File: config.mk
export PLATFORM = sky130hd
export DESIGN_NAME = gradient_magnitude_direction_flat
export DESIGN_NICKNAME = d
export VERILOG_FILES = /design/src/rtl/gradient_magnitude_direction_pkg.sv /design/src/rtl/gradient_magnitude_direction_if.sv /design/src/rtl/gradient_magnitude_direction_frame_stats.sv /design/src/rtl/gradient_magnitude_direction.sv /design/src/flat_wrapper.sv
export SDC_FILE = /design/constraint.sdc
export NUM_CORES = 1
export LEC_CHECK = 0
export BUFFER_PORTS_ARGS = -buffer_cell sky130_fd_sc_hd__buf_2
export CAP_MARGIN = 10
export CORE_UTILIZATION = 28
export DETAILED_ROUTE_END_ITERATION = 6
export PLACE_DENSITY_LB_ADDON = 0.25
export SYNTH_ARGS = -nofsm -noshare
export SYNTH_HDL_FRONTEND = slang
export SYNTH_SLANG_ARGS = --single-unit
export TNS_END_PERCENT = 1
File: constraint.sdc
create_clock -name i_clk -period 5.5 [get_ports i_clk]
set_clock_uncertainty 0.05 [all_clocks]
set_input_delay 1.1 -clock i_clk [delete_from_list [all_inputs] [get_ports i_clk]]
set_output_delay 1.1 -clock i_clk [all_outputs]
set_load 0.02 [all_outputs]
File: src/rtl/gradient_magnitude_direction_pkg.sv
// Shared types and constants for the gradient magnitude/direction stage.
package gradient_pkg;

    // Quantised gradient direction sectors
    typedef enum logic [1:0] {
        DIR_H  = 2'd0,
        DIR_D  = 2'd1,
        DIR_V  = 2'd2,
        DIR_AD = 2'd3
    } dir_e;

    // Field positions inside the packed Gx/Gy vector
    localparam int GX_LSB = 0;
    localparam int GY_LSB = 16;

    // tan(22.5 deg) ~= TAN_NUM / TAN_DEN
    localparam int TAN_NUM = 53;
    localparam int TAN_DEN = 128;

endpackage

File: src/rtl/gradient_magnitude_direction_if.sv
// Pixel-stream bundle between the Gx/Gy stage, this block and its consumers.
interface gradient_magnitude_direction_if
    import gradient_pkg::*;
#(
    parameter int DATA_WIDTH = 8,
    parameter int CNT_W      = 22
);
    logic [31:0]           i_Gx_Gy_vector;
    logic                  i_data_valid;
    logic                  i_start_of_frame;
    logic [DATA_WIDTH-1:0] o_magnitude;
    dir_e                  o_direction;
    logic                  o_edge;
    logic                  o_data_valid;
    logic                  o_start_of_frame;
    logic [DATA_WIDTH-1:0] o_frame_max;
    logic [CNT_W-1:0]      o_frame_pixels;
    logic                  o_frame_done;

    modport master (
        output i_Gx_Gy_vector, i_data_valid, i_start_of_frame,
        input  o_magnitude, o_direction, o_edge, o_data_valid, o_start_of_frame,
        input  o_frame_max, o_frame_pixels, o_frame_done
    );

    modport slave (
        input  i_Gx_Gy_vector, i_data_valid, i_start_of_frame,
        output o_magnitude, o_direction, o_edge, o_data_valid, o_start_of_frame,
        output o_frame_max, o_frame_pixels, o_frame_done
    );
endinterface

File: src/rtl/gradient_magnitude_direction_frame_stats.sv
// Per-frame peak magnitude and valid-pixel count, published at each frame boundary.
module gradient_frame_stats
    import gradient_pkg::*;
#(
    parameter int DATA_WIDTH = 8,
    parameter int CNT_W      = 22
) (
    input  logic                  i_clk,
    input  logic                  i_areset,
    input  logic                  i_valid,
    input  logic                  i_sof,
    input  logic [DATA_WIDTH-1:0] i_mag,
    output logic [DATA_WIDTH-1:0] o_frame_max,
    output logic [CNT_W-1:0]      o_frame_pixels,
    output logic                  o_frame_done
);

    logic                  frame_active;
    logic [DATA_WIDTH-1:0] run_max;
    logic [CNT_W-1:0]      run_cnt;

    // Track the open frame; close and publish it when the next SOF arrives
    always_ff @(posedge i_clk or posedge i_areset) begin
        if (i_areset) begin
            frame_active   <= 1'b0;
            run_max        <= '0;
            run_cnt        <= '0;
            o_frame_max    <= '0;
            o_frame_pixels <= '0;
            o_frame_done   <= 1'b0;
        end else begin
            o_frame_done <= 1'b0;
            if (i_valid && i_sof) begin
                if (frame_active) begin
                    o_frame_max    <= run_max;
                    o_frame_pixels <= run_cnt;
                    o_frame_done   <= 1'b1;
                end
                run_max      <= i_mag;
                run_cnt      <= CNT_W'(1);
                frame_active <= 1'b1;
            end else if (i_valid && frame_active) begin
                if (i_mag > run_max) begin
                    run_max <= i_mag;
                end
                if (run_cnt != '1) begin
                    run_cnt <= run_cnt + 1'b1;
                end
            end
        end
    end

endmodule

File: src/rtl/gradient_magnitude_direction.sv
// Gx/Gy unpack -> saturated L1 magnitude, 4-sector direction, edge flag (3 stages).
module gradient_magnitude_direction
    import gradient_pkg::*;
#(
    parameter int DATA_WIDTH = 8,
    parameter int MAG_SHIFT  = 2,
    parameter int THRESHOLD  = 32,
    parameter int CNT_W      = 22
) (
    input  logic                          i_clk,
    input  logic                          i_areset,
    gradient_magnitude_direction_if.slave bus
);

    localparam int FW = DATA_WIDTH + 5;   // signed field width
    localparam int AW = DATA_WIDTH + 4;   // absolute value width
    localparam int PW = AW + 7;           // tangent product width
    localparam logic [AW:0]           MAG_MAX = (AW+1)'((1 << DATA_WIDTH) - 1);
    localparam logic [DATA_WIDTH-1:0] THR     = DATA_WIDTH'(THRESHOLD);

    logic signed [FW-1:0] gx, gy;
    logic [AW-1:0]        a_next, b_next;
    logic                 unused_vec_bits;

    assign gx = bus.i_Gx_Gy_vector[GX_LSB +: FW];
    assign gy = bus.i_Gx_Gy_vector[GY_LSB +: FW];
    assign a_next = gx[FW-1] ? AW'(-gx) : AW'(gx);
    assign b_next = gy[FW-1] ? AW'(-gy) : AW'(gy);
    assign unused_vec_bits = ^{bus.i_Gx_Gy_vector[31:GY_LSB+FW],
                               bus.i_Gx_Gy_vector[GY_LSB-1:GX_LSB+FW]};

    logic [AW-1:0] a1, b1;
    logic          sx1, sy1, val1, sof1;

    // Stage 1: absolute values and signs
    always_ff @(posedge i_clk or posedge i_areset) begin
        if (i_areset) begin
            a1   <= '0;
            b1   <= '0;
            sx1  <= 1'b0;
            sy1  <= 1'b0;
            val1 <= 1'b0;
            sof1 <= 1'b0;
        end else begin
            a1   <= a_next;
            b1   <= b_next;
            sx1  <= gx[FW-1];
            sy1  <= gy[FW-1];
            val1 <= bus.i_data_valid;
            sof1 <= bus.i_start_of_frame & bus.i_data_valid;
        end
    end

    logic [PW-1:0] a_den, a_num, b_den, b_num;
    logic [AW:0]   s2;
    logic          hz2, vt2, sx2, sy2, val2, sof2;

    assign a_den = PW'(a1) * PW'(TAN_DEN);
    assign a_num = PW'(a1) * PW'(TAN_NUM);
    assign b_den = PW'(b1) * PW'(TAN_DEN);
    assign b_num = PW'(b1) * PW'(TAN_NUM);

    // Stage 2: L1 sum and 22.5-degree sector comparisons
    always_ff @(posedge i_clk or posedge i_areset) begin
        if (i_areset) begin
            s2   <= '0;
            hz2  <= 1'b0;
            vt2  <= 1'b0;
            sx2  <= 1'b0;
            sy2  <= 1'b0;
            val2 <= 1'b0;
            sof2 <= 1'b0;
        end else begin
            s2   <= (AW+1)'(a1) + (AW+1)'(b1);
            hz2  <= (b_den < a_num);
            vt2  <= (a_den < b_num);
            sx2  <= sx1;
            sy2  <= sy1;
            val2 <= val1;
            sof2 <= sof1;
        end
    end

    logic [AW:0]           sh;
    logic [DATA_WIDTH-1:0] mag_next;
    dir_e                  dir_next;

    assign sh       = s2 >> MAG_SHIFT;
    assign mag_next = (sh > MAG_MAX) ? '1 : sh[DATA_WIDTH-1:0];

    // Direction sector from the stage-2 comparison flags
    always_comb begin
        dir_next = DIR_H;
        if (s2 == '0) begin
            dir_next = DIR_H;
        end else if (hz2) begin
            dir_next = DIR_H;
        end else if (vt2) begin
            dir_next = DIR_V;
        end else if (sx2 == sy2) begin
            dir_next = DIR_D;
        end else begin
            dir_next = DIR_AD;
        end
    end

    // Stage 3: registered pixel outputs
    always_ff @(posedge i_clk or posedge i_areset) begin
        if (i_areset) begin
            bus.o_magnitude      <= '0;
            bus.o_direction      <= DIR_H;
            bus.o_edge           <= 1'b0;
            bus.o_data_valid     <= 1'b0;
            bus.o_start_of_frame <= 1'b0;
        end else begin
            bus.o_magnitude      <= mag_next;
            bus.o_direction      <= dir_next;
            bus.o_edge           <= (mag_next >= THR);
            bus.o_data_valid     <= val2;
            bus.o_start_of_frame <= sof2;
        end
    end

    // Statistics register on the same edge as stage 3, so o_frame_done lines up with o_start_of_frame
    gradient_frame_stats #(
        .DATA_WIDTH (DATA_WIDTH),
        .CNT_W      (CNT_W)
    ) u_stats (
        .i_clk          (i_clk),
        .i_areset       (i_areset),
        .i_valid        (val2),
        .i_sof          (sof2),
        .i_mag          (mag_next),
        .o_frame_max    (bus.o_frame_max),
        .o_frame_pixels (bus.o_frame_pixels),
        .o_frame_done   (bus.o_frame_done)
    );

endmodule

File: src/flat_wrapper.sv
// flat-port wrapper written by rule: the top's interface ports become plain ports
module gradient_magnitude_direction_flat import gradient_pkg::*;
#(
    parameter int DATA_WIDTH = 8,
    parameter int MAG_SHIFT  = 2,
    parameter int THRESHOLD  = 32,
    parameter int CNT_W      = 22
)
  (i_clk, i_areset, bus_i_Gx_Gy_vector, bus_i_data_valid, bus_i_start_of_frame, bus_o_magnitude, bus_o_direction, bus_o_edge, bus_o_data_valid, bus_o_start_of_frame, bus_o_frame_max, bus_o_frame_pixels, bus_o_frame_done);
  gradient_magnitude_direction_if #(.DATA_WIDTH(DATA_WIDTH), .CNT_W(CNT_W)) bus_i ();
  input  logic i_clk;
  input  logic i_areset;
  input wire logic [$bits(bus_i.i_Gx_Gy_vector)-1:0] bus_i_Gx_Gy_vector;
  input wire logic [$bits(bus_i.i_data_valid)-1:0] bus_i_data_valid;
  input wire logic [$bits(bus_i.i_start_of_frame)-1:0] bus_i_start_of_frame;
  output wire logic [$bits(bus_i.o_magnitude)-1:0] bus_o_magnitude;
  output wire logic [$bits(bus_i.o_direction)-1:0] bus_o_direction;
  output wire logic [$bits(bus_i.o_edge)-1:0] bus_o_edge;
  output wire logic [$bits(bus_i.o_data_valid)-1:0] bus_o_data_valid;
  output wire logic [$bits(bus_i.o_start_of_frame)-1:0] bus_o_start_of_frame;
  output wire logic [$bits(bus_i.o_frame_max)-1:0] bus_o_frame_max;
  output wire logic [$bits(bus_i.o_frame_pixels)-1:0] bus_o_frame_pixels;
  output wire logic [$bits(bus_i.o_frame_done)-1:0] bus_o_frame_done;
  assign bus_i.i_Gx_Gy_vector = bus_i_Gx_Gy_vector;
  assign bus_i.i_data_valid = bus_i_data_valid;
  assign bus_i.i_start_of_frame = bus_i_start_of_frame;
  assign bus_o_magnitude = bus_i.o_magnitude;
  assign bus_o_direction = bus_i.o_direction;
  assign bus_o_edge = bus_i.o_edge;
  assign bus_o_data_valid = bus_i.o_data_valid;
  assign bus_o_start_of_frame = bus_i.o_start_of_frame;
  assign bus_o_frame_max = bus_i.o_frame_max;
  assign bus_o_frame_pixels = bus_i.o_frame_pixels;
  assign bus_o_frame_done = bus_i.o_frame_done;
  gradient_magnitude_direction #(.DATA_WIDTH(DATA_WIDTH), .MAG_SHIFT(MAG_SHIFT), .THRESHOLD(THRESHOLD), .CNT_W(CNT_W)) u_core (.i_clk(i_clk), .i_areset(i_areset), .bus(bus_i));
endmodule
==> results of run 1 <==
[worst max-delay path, delay by kind of cell, from the launching register on]
kind,cells,cell delay [ns]
flip-flops,1,0.50
AO/OA/AOI/OAI,6,1.03
buffers and inverters,2,0.09
adder cells (fa/ha/maj),5,2.03
XOR/XNOR,1,0.09
AND/OR/NAND/NOR,2,0.77
[layout by cell type, fill, tap and decap left out, drive strengths merged, types with 17 or more instances in the layout]
master,netlist,routed
nand3,24,24
inv,108,117
fa,35,35
nand2,56,56
a21oi,40,40
ha,134,134
xnor2,33,33
nor2,29,29
buf,8,75
xor2,17,17
o21ai,54,54
mux2,27,27
dfrtp,122,122
clkbuf,10,17
[metrics by stage]
step / area, sq um / instances
6_report: 10500 / 1418
3_3_place_gp: 9970 / 1386
4_1_cts: 10500 / 1418
2_1_floorplan: 9130 / 894
5_1_grt: 10500 / 1418
3_5_place_dp: 9970 / 1386
[layout make-up]
type                       count  share of cell area
clock buffer                  17              0.0403
clock inverter                15              0.0144
inverter                     108              0.0387
multi-input combinational    646               0.530
sequential                   122               0.289
tap                          435              0.0516
timing repair buffer          75              0.0361
[kinds of logic after synthesis]
kind of cell / count (synthesis) / share of synthesized area
compound gates: 203 / 0.152
mux: 27 / 0.0333
buf+inv: 126 / 0.0539
xor+xnor: 50 / 0.0480
fa+ha+maj: 169 / 0.260
flops: 122 / 0.334
simple gates: 197 / 0.118
[how the worst max path moves through the flow]
stage	endpoint	startpoint	slack, ns	cells past startpoint
detailed placement	u_core.hz2	u_core.a1[6]	0.80	15
finish	u_core.hz2	u_core.a1[1]	0.80	16
floorplan	u_core.a1[0]	i_areset	1.11	1
global route	u_core.vt2	u_core.b1[6]	0.41	15
CTS	u_core.hz2	u_core.a1[6]	0.80	15
global placement	u_core.vt2	u_core.b1[10]	0.85	15
[routing by layer]
layer / track usage / vias to the layer above / share of wire
li1: - / 3385 / -
met3: 0.0218 / 21 / 0.035
met5: 0 / - / 0
met2: 0.219 / 119 / 0.47
met4: 0.0407 / 0 / 0.013
met1: 0.175 / 3201 / 0.48
[report_power, final]
group          leakage, uW  total, uW  internal (uW)  switching (uW)
Combinational      0.00329       2830           1250            1580
Clock             0.000279       1100            604             500
Sequential         0.00147       1190           1040             143
Total              0.00504       5120           2900            2220
[sequential cells by signal, indices dropped and copies added (netlist names), 2 cells and up]
register,count
u_core.a1,12
u_core.s2,13
u_core.b1,12
u_core.u_stats.run_cnt,22
u_core.bus.o_direction,2
u_core.u_stats.run_max,8
u_core.u_stats.o_frame_pixels,22
u_core.u_stats.o_frame_max,8
u_core.bus.o_magnitude,8
==> out/qor.csv, run 1 <==
metric,value,unit
status,finished clean,
overflow,0,
h-tree-depth,4,
ant_nets,0,
power.leakage,0.00504,uW
grt_max_degree,86,
end_kind,register,
r2r_setup_slack,0.80,ns
synth_flop_cell,dfrtp_1,
synth.top_cells.by_count,"ha_1 (134), dfrtp_1 (122), inv_1 (108)",
grt_pass1_wl,35100,um
cp.arrival,4.94,ns
yosysSeqAreaShare,0.334,
crit_top_cell,ha_1,
relSlewSlack,0.204,
netlist_instances,894,
ctsLongestPathBuffers,2,
diodes,0,
synthToLayoutAreaGrowth,15.5,%
fin_setup_tns,0,ns
hold-path-cell-count,0,
period_share,0.855,
cp-start-kind,register,
cts_tree,yes,
firstDrtPassIters,5,
drt_iter0_drc,232,
irDropWorstVdd,0.258,mV
ctsResizeCount,0,
synth-seq-cells,122,
synth_nets,1099,
worst_slack,0.796,ns
yosysTopAreaCellShare,0.334,
hold_viol,0,
synth_warnings,0,
postLayoutCoreUtil,0.332,
drive_gt1_frac,0.156,
ys_top_cells_by_area,"dfrtp_1 (33%), ha_1 (18%), fa_1 (7.7%)",
grtUsageTotal,0.132,
grt_pass1_vias,6869,
fmax,213,MHz
place_hpwl,15800,um
path_class,register to register,
min_to,u_core.val2,
drc,0,
rsz0062_at_grt,false,
pre_cts_slack,0.804,ns
fill_cells,3301,
async_flop_share,1.00,
clk_pin_slew_worst_paths,0.07,ns
register_area,3050,sq um
min_period,4.70,ns
clk_latency,0.43,ns
dieHeight,183,um
port-buffer-count,73,
synth_area_per_cell,10.2,sq um
route.detailed.wl_per_inst,14.4,um
wl,20400,um
multi_input_area,5590,sq um
synth_edf_count,0,
cts_buffers,17,
core_area,31800,sq um
post_cts_buffers,0,
num-nets-final,1175,
whs,0.289,ns
start_util,0.287,
slew_viol_final,0,
ys_types,74,
io_pins,80,
rows,65,
crit_path_top_delay_cell,fa_1,
crit_path_max_incr_delay,0.54,ns
die_area,33300,sq um
num_vias,6726,
timing.rr.end,u_core.hz2,
worstReg2RegStart,u_core.a1[1],
clock_sinks,122,
path_max_fanout,7,
grt_antenna_before_repair,0,
syn_area,9130,sq um
max_cap_violations,0,
fin_total_pwr,5120,uW
setup_violations,0,
post-synth-top-count-cell,ha_1,
place.gp.congestion,0.785,
hp-class,register to register,
tightest_slew,1.19,ns
required,5.73,ns
path_cells,ha_1 -> inv_1 -> fa_1 -> fa_1 -> inv_1 -> ha_1 -> a211oi_1 -> o21bai_1 -> a21oi_1 -> xor2_1 -> ha_1 -> or4bb_1 -> nor4_1 -> a211oi_1 -> o21ai_1 -> a21oi_1,
worst_r2r_path_depth,16,
min_from,u_core.val1,
holdBufCountCts,0,
viasPerCell,4.74,
dieWidth,183,um
yosysTopAreaCell,dfrtp_1,
p_per_area,486,nW/um^2
clockRootBuffer,clkbuf_16,
No activity file was read; power rests on OpenSTA's default activity.
==> inputs of run 2 (changes only) <==
--- a/config.mk
+++ b/config.mk
@@ -7,3 +7,2 @@
 export LEC_CHECK = 0
-export BUFFER_PORTS_ARGS = -buffer_cell sky130_fd_sc_hd__buf_2
 export CAP_MARGIN = 10
@@ -11,2 +10,3 @@
 export DETAILED_ROUTE_END_ITERATION = 6
+export DONT_BUFFER_PORTS = 1
 export PLACE_DENSITY_LB_ADDON = 0.25
==> constraint.sdc (replaced) <==
create_clock -name i_clk -period 3.9 [get_ports i_clk]
set_clock_uncertainty 0.05 [all_clocks]
set_input_delay 0.585 -clock i_clk [delete_from_list [all_inputs] [get_ports i_clk]]
set_output_delay 0.585 -clock i_clk [all_outputs]
set_load 0.02 [all_outputs]
==> out/qor.csv, run 2 (synthesis results as in run 1) <==
metric,value,unit,change
place.gp.congestion,0.802,,was 0.785
viasPerCell,4.73,,was 4.74
drc,0,,unchanged
cp.arrival,4.46,ns,was 4.94 ns
postLayoutCoreUtil,0.357,,was 0.332
clock_sinks,122,,unchanged
slew_viol_final,0,,unchanged
violations,negative setup slack,,
top_regs,"u_core.u_stats.o_frame_pixels (22), u_core.u_stats.run_cnt (22), u_core.s2 (13)",,unchanged
clockRootBuffer,clkbuf_16,,unchanged
grt_antenna_before_repair,0,,unchanged
core_area,31800,sq um,unchanged
die_area,33300,sq um,unchanged
hold_viol,0,,unchanged
register_area,3070,sq um,was 3050 sq um
crit_path_max_incr_delay,0.54,ns,about the same
max_cap_violations,0,,unchanged
worstReg2RegStart,u_core.a1[5],,was u_core.a1[1]
fill_cells,3157,,was 3301
layout_common_cells,"dfrtp_1 (108), ha_1 (105), inv_1 (99), buf_4 (90), nand2_1 (54)",,"was ha_1 (134), dfrtp_1 (122), inv_1 (107), buf_2 (73), nand2_1 (54)"
cp-start-kind,register,,unchanged
synthToLayoutAreaGrowth,24.2,%,was 15.5%
route.detailed.wl_per_inst,14.7,um,was 14.4 um
place_hpwl,16500,um,was 15800 um
dieHeight,183,um,unchanged
critical_path.top_delay_family,adder cells,,unchanged
fmax,238,MHz,was 213 MHz
firstDrtPassIters,4,,was 5
port-buffer-count,0,,was 73
setup_violations,2,,was 0
grt_max_degree,95,,was 86
grt_pass1_wl,34400,um,was 35100 um
relSlewSlack,0.454,,was 0.204
final_area,11300,sq um,was 10500 sq um
cp-startpoint,u_core.a1[5],,was u_core.a1[1]
wl,21100,um,was 20400 um
irDropWorstVdd,0.441,mV,was 0.258 mV
path_class,register to register,,unchanged
ant_nets,0,,unchanged
path_cells,buf_4 -> ha_1 -> fa_1 -> inv_1 -> fa_1 -> inv_1 -> ha_4 -> buf_4 -> xor2_1 -> ha_1 -> or4bb_1 -> nor4_2 -> a211oi_2 -> o21ai_1 -> a21oi_2,,was ha_1 -> inv_1 -> fa_1 -> fa_1 -> inv_1 -> ha_1 -> a211oi_1 -> o21bai_1 -> a21oi_1 -> xor2_1 -> ha_1 -> or4bb_1 -> nor4_1 -> a211oi_1 -> o21ai_1 -> a21oi_1
path_buf_inv,4,,was 2
dpl_cell_area,10300,sq um,was 9970 sq um
grtUsageTotal,0.131,,was 0.132
dieWidth,183,um,unchanged
status,"complete, but fails checks",,was finished clean
path_max_fanout,5,,was 7
power.leakage,0.00514,uW,was 0.00504 uW
hp-class,input port to asynchronous set/reset pin,,was register to register
num_vias,6784,,was 6726
start_util,0.287,,unchanged
io_pins,80,,unchanged
end_kind,register,,unchanged
rows,65,,unchanged
cts_tree,yes,,unchanged
required,4.16,ns,was 5.73 ns
p_per_area,743,nW/um^2,was 486 nW/um^2
rsz0062_at_grt,true,,was false
cts_buffers,17,,unchanged
multi_input_area,6070,sq um,was 5590 sq um
min_period,4.20,ns,was 4.70 ns
holdBufCountCts,0,,unchanged
num-nets-final,1192,,was 1175
grt_pass1_vias,6642,,was 6869
clk_pin_slew_worst_paths,0.06,ns,was 0.07 ns
diodes,0,,unchanged
clk_latency,0.43,ns,about the same
tightest_slew,0.813,ns,was 1.19 ns
ctsLongestPathBuffers,2,,unchanged
drive_gt1_frac,0.245,,was 0.156
crit_path_top_delay_cell,fa_1,,unchanged
drt_iter0_drc,341,,was 232
worst_slack,-0.300,ns,was 0.796 ns
layout_commonest_cell,dfrtp_1,,was ha_1
h-tree-depth,4,,unchanged
fin_total_pwr,8430,uW,was 5120 uW
period_share,1.08,,was 0.855
overflow,0,,unchanged
## run 2: changes by cell type in the layout (fill, tap and decap cells not counted), moves of 6 or more
cell	change
buf_2	-73
buf_4	+88
dfrtp_1	-14
dfrtp_2	+14
ha_1	-29
ha_4	+28
inv_1	-8
inv_2	+8
inv_8	-6
o21ai_0	-7
o21ai_2	+6
## run 2: path summary, 6_finish.rpt
kind | to | slack, ns | depth (start not counted)
max reg2reg | u_core.hz2 | -0.30 | 15
min in group i_clk | u_core.a1[0] | 0.13 | 0
min reg2reg | u_core.sof2 | 0.30 | 0
max | u_core.hz2 | -0.30 | 15
max in group asynchronous | u_core.bus.o_data_valid | 2.85 | 2
min | u_core.b1[0] | 0.07 | 1
## run 2: where the power goes
group          leakage (uW)  internal, uW  switching (uW)
Combinational       0.00343          2620            2570
Sequential          0.00145          1480             302
Clock              0.000260           831             626
Total               0.00514          4930            3500
## run 2: through the flow
stage                     hold WS (ns)  cells  setup WS (ns)  TNS [ns]
after floorplan                  0.281    894        -0.0877    -0.145
after global placement           0.284   1389         -0.388    -0.682
after detailed placement         0.288   1389         -0.461    -0.797
after CTS                       0.0846   1427         -0.281    -0.547
after global routing             0.109   1434         -0.452    -0.890
final                           0.0730   1434         -0.300    -0.577
## run 2: timing repair
action	CTS	global route
gates resized for setup	33	27
pin swaps	20	21
buffers inserted	7	7
setup endpoints to repair	2	2
hold endpoints to repair	0	0
## run 2: worst reg2reg max path: stages, from the launching register on
cell and delay [ns]:
dfrtp_2 0.46, buf_4 0.16, ha_1 0.31, fa_1 0.54, inv_1 0.05, fa_1 0.54
inv_1 0.07, ha_4 0.26, buf_4 0.13, xor2_1 0.16, ha_1 0.30, or4bb_1 0.41
nor4_2 0.31, a211oi_2 0.08, o21ai_1 0.19, a21oi_2 0.07
## run 2: final cells by class
| cell class | count | area share |
|---|---|---|
| multi-input combinational | 646 | 0.536 |
| sequential | 122 | 0.271 |
| timing repair buffer | 92 | 0.0623 |
| tap | 435 | 0.0480 |
| clock buffer | 19 | 0.0391 |
| inverter | 108 | 0.0361 |
| clock inverter | 12 | 0.00805 |
## run 2: metal layers
| metal | up-vias | track usage | wire [um] |
|---|---|---|---|
| met2 | 104 | 0.217 | 10100 |
| met1 | 3258 | 0.171 | 9910 |
| met5 | - | 0 | 0 |
| met4 | 0 | 0.0363 | 288 |
| li1 | 3404 | - | - |
| met3 | 18 | 0.0305 | 849 |
